`src/rtl/fpga_status_leds.sv`:
```
// Board status LED driver: per-channel off/on/heartbeat/PWM modes, with a
// program-exit override that shows pass (all lit) or fail (all blinking).
module fpga_status_leds #(
    parameter int unsigned NUM_LEDS  = 4,
    parameter int unsigned DIV_WIDTH = 27,
    parameter int unsigned PWM_WIDTH = 8
) (
    input  logic                          clk_i,
    input  logic                          rst_i,
    input  logic [2*NUM_LEDS-1:0]         mode_i,
    input  logic [PWM_WIDTH*NUM_LEDS-1:0] duty_i,
    input  logic                          exit_valid_i,
    input  logic                          exit_value_i,
    output logic [NUM_LEDS-1:0]           led_o,
    output logic                          heartbeat_o,
    output logic                          exit_latched_o
);

    localparam int unsigned MODE_W = 2;

    localparam logic [MODE_W-1:0] MODE_OFF = 2'b00;
    localparam logic [MODE_W-1:0] MODE_ON  = 2'b01;
    localparam logic [MODE_W-1:0] MODE_HB  = 2'b10;
    localparam logic [MODE_W-1:0] MODE_PWM = 2'b11;

    typedef enum logic [1:0] {
        ST_NORMAL    = 2'd0,
        ST_EXIT_PASS = 2'd1,
        ST_EXIT_FAIL = 2'd2
    } state_e;

    logic [DIV_WIDTH-1:0] div_cnt_q, div_cnt_d;
    logic [PWM_WIDTH-1:0] pwm_cnt_q, pwm_cnt_d;
    logic                 exit_valid_q, exit_valid_d;
    state_e               state_q, state_d;
    logic                 exit_latched_q, exit_latched_d;
    logic [NUM_LEDS-1:0]  led_q, led_d;
    logic                 exit_rise_c;
    logic                 heartbeat_c;

    assign heartbeat_c = div_cnt_q[DIV_WIDTH-1];
    assign exit_rise_c = exit_valid_i & ~exit_valid_q;

    // Free-running divider and PWM counters, unaffected by mode or state.
    always_comb begin
        div_cnt_d    = div_cnt_q + DIV_WIDTH'(1);
        pwm_cnt_d    = pwm_cnt_q + PWM_WIDTH'(1);
        exit_valid_d = exit_valid_i;
    end

    // Exit FSM: first exit edge picks pass/fail; exit states hold until reset.
    always_comb begin
        state_d = state_q;
        case (state_q)
            ST_NORMAL: begin
                if (exit_rise_c) begin
                    state_d = exit_value_i ? ST_EXIT_FAIL : ST_EXIT_PASS;
                end
            end
            ST_EXIT_PASS: state_d = ST_EXIT_PASS;
            ST_EXIT_FAIL: state_d = ST_EXIT_FAIL;
            default:      state_d = ST_NORMAL;
        endcase
        exit_latched_d = (state_d != ST_NORMAL);
    end

    // Per-channel LED selection; exit states override from the current state.
    always_comb begin
        led_d = '0;
        for (int unsigned n = 0; n < NUM_LEDS; n++) begin
            case (mode_i[MODE_W*n +: MODE_W])
                MODE_OFF: led_d[n] = 1'b0;
                MODE_ON:  led_d[n] = 1'b1;
                MODE_HB:  led_d[n] = heartbeat_c;
                MODE_PWM: led_d[n] = (pwm_cnt_q < duty_i[PWM_WIDTH*n +: PWM_WIDTH]);
                default:  led_d[n] = 1'b0;
            endcase
        end
        case (state_q)
            ST_EXIT_PASS: led_d = '1;
            ST_EXIT_FAIL: led_d = {NUM_LEDS{heartbeat_c}};
            default:      ;
        endcase
    end

    // State and output registers with synchronous reset.
    always_ff @(posedge clk_i) begin
        if (rst_i) begin
            div_cnt_q      <= '0;
            pwm_cnt_q      <= '0;
            exit_valid_q   <= 1'b0;
            state_q        <= ST_NORMAL;
            exit_latched_q <= 1'b0;
            led_q          <= '0;
        end else begin
            div_cnt_q      <= div_cnt_d;
            pwm_cnt_q      <= pwm_cnt_d;
            exit_valid_q   <= exit_valid_d;
            state_q        <= state_d;
            exit_latched_q <= exit_latched_d;
            led_q          <= led_d;
        end
    end

    assign led_o          = led_q;
    assign heartbeat_o    = heartbeat_c;
    assign exit_latched_o = exit_latched_q;

endmodule

```
`config.mk`:
```
export PLATFORM = sky130hd
export DESIGN_NAME = fpga_status_leds
export DESIGN_NICKNAME = d
export VERILOG_FILES = /design/src/rtl/fpga_status_leds.sv
export SDC_FILE = /design/constraint.sdc
export NUM_CORES = 1
export LEC_CHECK = 0
export BUFFER_PORTS_ARGS = -buffer_cell sky130_fd_sc_hd__clkbuf_2
export CAP_MARGIN = 10
export CORE_MARGIN = 2
export CORE_UTILIZATION = 40
export CTS_CLUSTER_DIAMETER = 200
export DETAILED_ROUTE_END_ITERATION = 7
export SLEW_MARGIN = 0
export SYNTH_ARGS = -nofsm -noshare
export SYNTH_HDL_FRONTEND = slang
export SYNTH_SLANG_ARGS = --single-unit
```
`constraint.sdc`:
```
create_clock -name clk_i -period 2.1 [get_ports clk_i]
set_clock_uncertainty 0.15 [all_clocks]
set_input_delay 0.42 -clock clk_i [delete_from_list [all_inputs] [get_ports clk_i]]
set_output_delay 0.42 -clock clk_i [all_outputs]
set_load 0.05 [all_outputs]
```
==> run summary <==
The flow ran to the end, and the final reports show no timing, DRC or antenna violations. The depth of the CTS H-tree came out at 2. The maximum achievable frequency came out at 528 MHz. The post-route fraction of the period consumed by the critical path came out at 90.3%. The worst setup path is of the flop to flop kind. The synthesis warning total is 0. The longest clock path from root to sink contains 2 buffers. The capture endpoint of the worst hold path is exit_valid_q. The number of antenna violations at the first check in global routing is 0. The capture point of the worst reg-to-reg path is led_o[0]. The DRC violation count after routing came out at 0. The synthesized netlist devotes 25.8% of its cell area to simple gates. After detailed routing, the average wire length per cell comes to 12.2 µm. The number of enable flip-flop cells after synthesis is 0. The combinational family with the most area after synthesis is simple AND/OR/NAND/NOR gates.

The number of buffers and inverters on the critical path is 1. The global-route track usage on met2 is 26.0%. The die width came out at 85.5 µm.

The post-synthesis instance area is around 2700 µm². The die outline area came out at 7310 µm². The total congestion overflow is 0. The clock latency on the worst-skew pair came out at about 0.30 ns. The count of cell types in the netlist is 40. The met3 track demand over resource came out at 3.11%. Clock tree synthesis inserted a total of 5 buffers. Using the TritonRoute via totals, the vias-per-cell ratio works out to 5.13. The core occupancy in the finished layout is 48.6%. The cell depth of the worst flop-to-flop path came out at 5.

At the end of routability-driven placement, the weighted congestion stood at 0.768. The most common flop cell mapped by yosys is sky130_fd_sc_hd__dfxtp_1. During I/O placement, the number of pins put on the boundary was 50. The global-route wire length before repair came out at 9.58 mm. The synthesized netlist devotes 6.27% of its cell area to XOR and XNOR gates. The peak ir drop on the vdd network came out at 0.000347 V.

The share of layout cells above drive strength 1 came out at 19.1%. In the final timing run, aggregate negative setup slack is 0 ns. The vertical extent of the die is 85.5 µm. STA classifies the critical path endpoint as a flop. The synthesized area per cell came out at 8.48 µm². The initial standard-cell utilization of the core is about two fifths.

The aggregate routed wire length came out at 5.40 mm. The via count of the first global-routing pass is 2,210. Multiplexer cells account for around 1.2% of the synthesized area.

The share of the Yosys chip area taken by registers is between 30% and 40%. The delay of the slowest cell on the worst path is 0.40 ns. The port buffer count came out at between 40 and 50. The type of the most critical hold path is input port to flop. The most area-hungry cell type in the Yosys netlist is sky130_fd_sc_hd__dfxtp_1. The number of antenna cells inserted came out at 0. The share of synthesized flip-flops with an asynchronous set or reset came out at 0%. The net count reported at finish is roughly 440.

For this design the static power due to leakage is 1.44 nW. Along the worst path, the maximum fanout reaches 8. The count of antenna-violating nets left after detailed routing came out at 0. Walking the worst path, the cells encountered are inv_1 > ha_1 > nor2_1 > nor4b_1 > a221o_1.

Counting I/O delays and the setup requirement, the final critical path takes 1.90 ns. Entering global routing, the biggest net connects between 40 and 50 pins. The overall power came out at 1.85 mW. The TritonCTS clock tree is yes. The commonest cells after synthesis are 43 x sky130_fd_sc_hd__dfxtp_1, 35 x sky130_fd_sc_hd__nor2_1, 33 x sky130_fd_sc_hd__ha_1, 33 x sky130_fd_sc_hd__inv_1, 21 x sky130_fd_sc_hd__a21oi_1. Detailed routing inserted a total of 2,276 vias. Max-cap violations in this run came to 0. The combined global-route utilization of all metal layers is 16.0%. The critical-path cell with the highest stage delay is sky130_fd_sc_hd__nor2_1.

The floorplan has 29 rows. Setup repair after global routing left no endpoint under its margin. STA classifies the critical path startpoint as a flop. Summing the areas of all compound-gate instances in the mapped netlist gives 11.7% of the synthesized area. The HPWL after detailed placement is 4.24 mm. The violation count after the first detailed-routing iteration is 75.

The count of mapped cells out of synthesis came out at between 300 and 400. Data arrives at the worst endpoint at a little under 2 ns. The clock slew seen by the registers of the worst setup and hold paths is 0.08 ns.

Buffers added to address setup during post-CTS repair amount to 0. The cell count of the worst hold path came out at 2. The share of Yosys cell area claimed by the top area cell type came out at 32.4%.

The layer flagged by global routing as most heavily used is met2. The count of TritonRoute iterations in the first routing pass is 4. Relative to the synthesized area, the layout overhead comes to 17.0%. For the pin with the worst max-slew slack, the measured transition is 0.636 ns. The power density over the cells came out at 596 nW/µm². Broken down by cell family, the worst path's largest delay share belongs to simple AND/OR/NAND/NOR gates.

The number of hold-slack violations in the final timing report was 0. When the netlist entered floorplanning its net count stood at 390. The total clock sinks is 43.

The synthesized flop and latch total came out at 43. The final count of pins violating max slew came out at 0. The startpoint of the tightest hold check path is exit_valid_i. Counting the fill cells in the layout gives 636.

The count of final setup violators is 0. The cell with the most instances after synthesis is sky130_fd_sc_hd__dfxtp_1. The met1 track utilization from global routing came out at 21.7%. The required time of the critical path came out at roughly 2.2 ns. The worst slew margin relative to its limit is roughly 57%. The clock root buffer is sky130_fd_sc_hd__clkbuf_8. In this run the critical register-to-register path is launched from state_q[0]. Sorting the synthesized cells by area gives the leading types as sky130_fd_sc_hd__dfxtp_1 32%, sky130_fd_sc_hd__ha_1 16%, sky130_fd_sc_hd__nor2_1 4.9%. The area of the core region is 6390 µm². The slack of the worst reg-to-reg path is about 0.2 ns. Summing the areas of all fa, ha and maj instances in the mapped netlist gives 15.6% of the synthesized area.
kinds of logic (layout without fill, tap and decap cells):
logic type	count (synthesis)	count (layout)
buffers and inverters	41	95
flip-flops	43	43
multiplexers	3	3
AO/OA/AOI/OAI	50	50
XOR/XNOR	19	19
adder cells (fa/ha/maj)	33	33
AND/OR/NAND/NOR	124	124
stage by stage:
step	instance area, µm²	setup slack (ns)	hold slack, ns	cells
after global routing	3110	0.0199	0.212	444
after floorplan	2660	0.359	0.288	313
after CTS	3100	0.167	0.206	444
final	3110	0.205	0.207	444
after global placement	2970	0.0696	0.302	436
after detailed placement	2970	0.110	0.316	436
layer usage:
layer | vias up | wire, µm
met5 | - | 0
met1 | 1016 | 2730
met3 | 6 | 195
met4 | 0 | 63
li1 | 1218 | -
met2 | 36 | 2410
worst register-to-register path: stages, from the launching register on:
cell and delay, ns:
sky130_fd_sc_hd__dfxtp_1 0.39, sky130_fd_sc_hd__inv_1 0.10, sky130_fd_sc_hd__ha_1 0.31, sky130_fd_sc_hd__nor2_1 0.40, sky130_fd_sc_hd__nor4b_1 0.31, sky130_fd_sc_hd__a221o_1 0.19
worst max path at each step:
| stage | startpoint | endpoint | slack (ns) | cells after the start |
|---|---|---|---|---|
| floorplan | div_cnt_q[0] | div_cnt_q[26] | 0.36 | 6 |
| global route | state_q[0] | led_o[0] | 0.02 | 5 |
| global placement | duty_i[15] | led_o[1] | 0.07 | 6 |
| detailed placement | duty_i[15] | led_o[1] | 0.11 | 6 |
| finish | state_q[0] | led_o[0] | 0.20 | 5 |
| CTS | pwm_cnt_q[1] | led_o[1] | 0.17 | 5 |
report_power, final:
group	total, mW	switching [mW]	internal (mW)
registers	0.861	0.0207	0.840
clock network	0.757	0.281	0.475
logic	0.232	0.136	0.0964
registers in the layout, summed over array words and instances, names as in the netlist:
| signal | count |
|---|---|
| exit_valid_q | 1 |
| div_cnt_q | 27 |
| exit_latched_o | 1 |
| led_o | 4 |
| state_q | 2 |
| pwm_cnt_q | 8 |
cell usage in the layout (no fill, tap or decap), types with 2 or more instances in the layout:
cell type / instances
sky130_fd_sc_hd__nor4b_1: 2
sky130_fd_sc_hd__nand4_1: 8
sky130_fd_sc_hd__a2111oi_1: 2
sky130_fd_sc_hd__xnor2_1: 6
sky130_fd_sc_hd__nand3b_1: 3
sky130_fd_sc_hd__and4_1: 3
sky130_fd_sc_hd__a21oi_1: 21
sky130_fd_sc_hd__bufinv_16: 2
sky130_fd_sc_hd__inv_1: 33
sky130_fd_sc_hd__nor2_1: 35
sky130_fd_sc_hd__nor3b_1: 2
sky130_fd_sc_hd__o31ai_1: 11
sky130_fd_sc_hd__a221o_1: 2
sky130_fd_sc_hd__clkbuf_8: 5
sky130_fd_sc_hd__mux2_2: 2
sky130_fd_sc_hd__nor4_1: 3
sky130_fd_sc_hd__nand3_1: 18
sky130_fd_sc_hd__xor2_1: 13
sky130_fd_sc_hd__o21ai_0: 10
sky130_fd_sc_hd__or4_1: 7
sky130_fd_sc_hd__and3_1: 7
sky130_fd_sc_hd__nor3_1: 4
sky130_fd_sc_hd__buf_4: 5
sky130_fd_sc_hd__dfxtp_1: 43
sky130_fd_sc_hd__ha_1: 33
sky130_fd_sc_hd__or3_1: 2
sky130_fd_sc_hd__clkbuf_2: 49
sky130_fd_sc_hd__nor2b_1: 5
sky130_fd_sc_hd__nand2_1: 18
final cells by class:
cell class / count / area [µm²] / area share [%]
Multi-Input combinational cell: 229 / 1610 / 51.8
Sequential cell: 43 / 861 / 27.7
Timing Repair Buffer: 54 / 283 / 9.10
Inverter: 33 / 124 / 3.99
Tap cell: 77 / 96.3 / 3.10
Clock buffer: 6 / 72.6 / 2.34
Clock inverter: 2 / 60.1 / 1.93
what timing repair did:
action,in CTS,in global routing
resized for setup,0,2
hold buffers,0,0
setup endpoints to repair,0,2
Power figures use the tool's default switching activity.
